==> config.mk <==
export PLATFORM = sky130hd
export DESIGN_NAME = stream_demux1x2
export DESIGN_NICKNAME = d
export VERILOG_FILES = /design/src/rtl/stream_demux_pkg.sv /design/src/rtl/demux_skid_buf.sv /design/src/rtl/stream_demux1x2.sv
export SDC_FILE = /design/constraint.sdc
export NUM_CORES = 1
export LEC_CHECK = 0
export BUFFER_PORTS_ARGS = -buffer_cell sky130_fd_sc_hd__buf_2
export CORE_ASPECT_RATIO = 0.9
export CORE_MARGIN = 2
export CORE_UTILIZATION = 54
export CTS_CLUSTER_SIZE = 20
export DETAILED_ROUTE_END_ITERATION = 7
export PLACE_DENSITY = 0.8
export SLEW_MARGIN = 5
export SYNTH_ARGS = -nofsm -noshare
export SYNTH_HDL_FRONTEND = slang
export SYNTH_SLANG_ARGS = --single-unit
export TNS_END_PERCENT = 30
==> constraint.sdc <==
create_clock -name clk -period 2 [get_ports clk]
set_input_delay 0 -clock clk [delete_from_list [all_inputs] [get_ports clk]]
set_output_delay 0 -clock clk [all_outputs]
set_load 0.01 [all_outputs]
==> src/rtl/stream_demux_pkg.sv <==
// stream_demux_pkg: shared FSM encoding and skid-buffer depth for the 1-to-2 stream demux
package stream_demux_pkg;
    localparam logic [1:0] IDLE      = 2'd0;
    localparam logic [1:0] ROUTE0    = 2'd1;
    localparam logic [1:0] ROUTE1    = 2'd2;
    localparam logic [1:0] BUF_DEPTH = 2'd2;
endpackage

==> src/rtl/demux_skid_buf.sv <==
// demux_skid_buf: 2-entry FIFO whose head entry is always presented on the output
module demux_skid_buf
    import stream_demux_pkg::*;
#(
    parameter int WIDTH = 9
) (
    input  logic             clk,
    input  logic             rst,
    input  logic             push,
    input  logic             pop,
    input  logic [WIDTH-1:0] din,
    output logic [WIDTH-1:0] head,
    output logic [1:0]       count
);
    logic [WIDTH-1:0] mem1;

    // head slot refills from input when it would otherwise go empty, else shifts up from slot 1
    always_ff @(posedge clk or posedge rst) begin
        if (rst) begin
            head  <= '0;
            mem1  <= '0;
            count <= 2'd0;
        end else begin
            if (push && (count == 2'd0 || (count == 2'd1 && pop))) head <= din;
            else if (pop && count == BUF_DEPTH) head <= mem1;
            if (push && ((count == 2'd1 && !pop) || count == BUF_DEPTH)) mem1 <= din;
            count <= count + 2'(push) - 2'(pop);
        end
    end
endmodule

==> src/rtl/stream_demux1x2.sv <==
// stream_demux1x2: packet-locked 1-to-2 valid/ready demux with per-output skid buffers and packet counters
module stream_demux1x2
    import stream_demux_pkg::*;
#(
    parameter int WIDTH = 8,
    parameter int CNT_W = 8
) (
    input  logic             clk,
    input  logic             rst,
    input  logic [WIDTH-1:0] i_data,
    input  logic             i_valid,
    input  logic             i_last,
    input  logic             s,
    output logic             i_ready,
    output logic [WIDTH-1:0] y0_data,
    output logic [WIDTH-1:0] y1_data,
    output logic             y0_valid,
    output logic             y1_valid,
    output logic             y0_last,
    output logic             y1_last,
    input  logic             y0_ready,
    input  logic             y1_ready,
    output logic             busy,
    output logic [CNT_W-1:0] pkt_cnt0,
    output logic [CNT_W-1:0] pkt_cnt1
);
    logic [1:0]     state;
    logic [1:0]     cnt0, cnt1;
    logic [WIDTH:0] head0, head1;
    logic           tgt, acc, pop0, pop1;

    // select is only honoured at a packet start; mid-packet the route is locked by the state
    assign tgt      = (state == ROUTE1) || (state == IDLE && s);
    assign i_ready  = !rst && ((tgt ? cnt1 : cnt0) < BUF_DEPTH);
    assign acc      = i_valid && i_ready;
    assign y0_valid = cnt0 != 2'd0;
    assign y1_valid = cnt1 != 2'd0;
    assign pop0     = y0_valid && y0_ready;
    assign pop1     = y1_valid && y1_ready;
    assign {y0_last, y0_data} = head0;
    assign {y1_last, y1_data} = head1;
    assign busy     = state != IDLE;

    // lock onto the chosen output after a non-final beat, release on the last beat
    always_ff @(posedge clk or posedge rst) begin
        if (rst) state <= IDLE;
        else if (acc) state <= i_last ? IDLE : (tgt ? ROUTE1 : ROUTE0);
    end

    // count packets as their last beat leaves each output
    always_ff @(posedge clk or posedge rst) begin
        if (rst) begin
            pkt_cnt0 <= '0;
            pkt_cnt1 <= '0;
        end else begin
            if (pop0 && y0_last) pkt_cnt0 <= pkt_cnt0 + 1'b1;
            if (pop1 && y1_last) pkt_cnt1 <= pkt_cnt1 + 1'b1;
        end
    end

    demux_skid_buf #(.WIDTH(WIDTH + 1)) u_buf0 (
        .clk(clk), .rst(rst), .push(acc && !tgt), .pop(pop0),
        .din({i_last, i_data}), .head(head0), .count(cnt0)
    );

    demux_skid_buf #(.WIDTH(WIDTH + 1)) u_buf1 (
        .clk(clk), .rst(rst), .push(acc && tgt), .pop(pop1),
        .din({i_last, i_data}), .head(head1), .count(cnt1)
    );
endmodule

==> key figures <==
Setup path
  – Worst EP required: 2200 ps
  – Max FO, Critical Path: 7
  – CP top delay family: simple AND/OR/NAND/NOR gates
  – Setup CP Type: flip-flop to flip-flop
  – Crit. End Element: flip-flop
  – Max stage delay on crit path: 480 ps
  – CP Cell Sequence: or2_2 -> and2_1 -> ha_1 -> inv_1 -> ha_1 -> xnor2_1 -> xnor2_1
  – Crit path DAT: 2050 ps
  – Worst path bufs/invs: 1
  – Worst setup SP type: flip-flop
  – Worst path slowest cell: dfrtp_1

Routing
  – 1st-iter DRT viols: 52
  – Wire per inst: about 15 µm
  – Final WL: between 5000 and 6000 µm
  – DR pass1 iterations: 4
  – Final ANT Viol Nets: 0
  – DRC viols: 0
  – Via density: 5.12
  – DR vias: 1,755

Floorplanning
  – Die Ht: 71.6 µm
  – Core box area: around 4900 µm²
  – Chip width: 79.1 µm
  – I/O pins: 53
  – Full die area: 5660 µm²
  – Row cnt: 24
  – Starting Density: 0.563

Timing
  – Final Max Tran Viols: 0
  – Max Fclk: between 0.5 and 0.6 GHz
  – RSZ-0062 raised after global routing: false
  – Setup_tns: 0 ps
  – Slew @ Worst Pin: 668 ps
  – Hold Slack: ~150 ps
  – Setup Skew: 5.65 ps
  – Crit share post-route: 0.925
  – Fin worst setup slack: between 100 and 150 ps
  – Fin crit period: ~1900 ps
  – Final setup fails: 0
  – Slew headroom: 0.554
  – Final hold viol count: 0

Synth
  – Synth top area cells: dfrtp_1, mux2_2, xnor2_1
  – Synth top area share: 0.530
  – Synthesized cell area: 2740 µm²
  – Yosys reg bits: 58
  – Synth warn: 0
  – Library cells used by synthesis: 36
  – Seq/Total Area, Yosys: 0.530
  – Mapped Cells: ~200
  – Cell taking the most area after synthesis: dfrtp_1
  – Average cell area after synthesis: around 14 µm²
  – Synthesized net count: 218

Cells and area
  – Final Cell Area: 3400 µm²
  – Share of cells above drive strength 1: 0.496
  – # diodes: 0
  – Filler cells: 361
  – Final nets: just under 300
  – Area growth, synth to finish: 24.3%

Placed design
  – Place WS: 149 ps
  – Global placement routability congestion: 0.785
  – Port Buffers: 52
  – Dpl hpwl: approximately 3500 µm
  – Dpl cell area: between 3000 and 4000 µm²

Clocking
  – TritonCTS clock tree: done
  – Worst-Skew Late Latency: 320 ps
  – Num CTS Buffers: 9
  – Clock transition at the registers of the reported paths: approximately 60 ps
  – Maximum root-to-sink buffer count: 2
  – Root Buffer: clkbuf_8
  – CTS sink count: 58
  – H-tree depth: 3

Power
  – Peak VDD IR: 0.696 mV
  – Power Total: 0.00466 W
  – Leak Pwr: 1.73 nW
  – P per Cell Area: between 1000 and 1500 nW/µm²

Min path
  – HP Class: input port to flip-flop

GRT
  – Vias in the first global route: between 1,500 and 2,000
  – Initial antenna violation count: 0
  – First-pass GRT wire length: 8390 µm
  – Total gr overflow: 0
  – Largest net degree at the start of global routing: 54
  – GRT Overall Usage: 0.195

Run
  – Max-cap violations: 0

Outcome
  – Status: completed
==> cells by family (layout without fill, tap and decap cells) <==
| logic type | after synthesis | count (layout) | synth area share |
|---|---|---|---|
| mux | 58 | 58 | 0.238 |
| buf+inv | 7 | 88 | 0.0137 |
| xor+xnor | 18 | 18 | 0.0576 |
| simple gates | 43 | 43 | 0.111 |
| compound gates | 7 | 7 | 0.0224 |
| flops | 58 | 58 | 0.530 |
| fa+ha+maj | 6 | 6 | 0.0274 |
==> power breakdown <==
group          internal [W]  leakage [nW]  switching (W)
clock              0.000644         0.101       0.000422
combinational      0.000941         0.885       0.000704
sequential          0.00162         0.744       0.000333
total               0.00320          1.73        0.00146
==> cells in the mapped netlist <==
cell	instances
nand2b_1	2
buf_4	1
nor4bb_1	1
nor4_1	1
nand3b_2	2
nand3b_1	1
nand3_2	1
ha_1	6
clkbuf_1	1
and3_1	2
nor3_1	2
nand3_1	5
xnor2_1	12
nor3b_4	2
inv_1	4
o21a_1	1
xor2_1	6
nor2_1	3
o21ba_2	1
mux2_2	55
and2_1	1
o211a_1	1
a2bb2oi_1	1
buf_6	1
nand2_1	11
nand4b_4	1
a21oi_1	1
or2_2	3
dfrtp_1	58
mux2_1	1
mux2i_1	2
o2111ai_1	1
nand4_1	2
o21bai_2	1
nand3b_4	1
and4_1	2
==> timing repair <==
action | 4_1_cts | 5_1_grt
resized for setup | 0 | 0
endpoints found under the hold margin | 40 | 0
buffers inserted | 0 | 0
hold buffers | 11 | 0
==> routing by layer <==
metal	track usage	vias to the layer above	share of wire
met1	0.266	865	0.47
met2	0.305	30	0.48
li1	-	856	-
met4	0.0747	0	0.0096
met5	0	-	0
met3	0.0479	4	0.034
==> state kept, by name, summed over array words and instances, names as in the netlist <==
signal	flops
u_buf1.count	2
pkt_cnt1	8
u_buf1.mem1	9
u_buf1.head	9
u_buf0.mem1	9
u_buf0.count	2
state	2
pkt_cnt0	8
u_buf0.head	9
==> stage by stage <==
stage	util	instances
after floorplan	-	197
after global placement	0.636	316
after detailed placement	0.636	316
after CTS	0.700	343
after global routing	0.700	343
final	0.700	343
==> worst reg2reg max path, delay by kind of cell, from the launching register on <==
family        cells  cell delay (ps)
buf+inv           1               40
fa+ha+maj         2              440
simple gates      2              520
xor+xnor          2              250
flops             1              480
==> path summary, 6_finish.rpt <==
| kind | from | to | slack (ps) | cells after the start |
|---|---|---|---|---|
| min in group asynchronous | rst | u_buf0.mem1[4] | 180 | 3 |
| worst max register to register | u_buf0.count[1] | u_buf0.count[1] | 150 | 7 |
| worst min register to register | pkt_cnt0[7] | pkt_cnt0[7] | 470 | 1 |
| max in group asynchronous | rst | state[1] | 940 | 4 |
| worst max-delay path | u_buf0.count[1] | u_buf0.count[1] | 150 | 7 |
| worst min-delay path | y1_ready | pkt_cnt1[2] | 150 | 4 |
==> area by class of cell <==
cell class                      count  area [µm²]  share of cell area
Inverter                            4        15.0             0.00441
Tap cell                           65        81.3              0.0239
Sequential cell                    58        1450               0.426
Multi-Input combinational cell    132        1250               0.367
Timing Repair Buffer               68         408               0.120
Clock inverter                      2        35.0              0.0103
Clock buffer                       14         163              0.0478
==> cell usage in the layout, fill, tap and decap left out, types with 2 or more instances in the layout <==
master	synthesis	routed
clkbuf_8	0	11
mux2_2	55	55
dfrtp_1	58	58
buf_4	1	5
buf_2	0	52
and3_1	2	2
nor3_1	2	2
clkbuf_1	1	3
nand3b_2	2	2
xor2_1	6	6
nand3_1	5	5
nand4_1	2	2
mux2i_1	2	2
or2_2	3	3
nor3b_4	2	2
xnor2_1	12	12
and4_1	2	2
nor2_1	3	3
ha_1	6	6
inv_1	4	3
nand2b_1	2	2
dlygate4sd3_1	0	11
nand2_1	11	11
No activity file was read; power rests on OpenSTA's default activity.
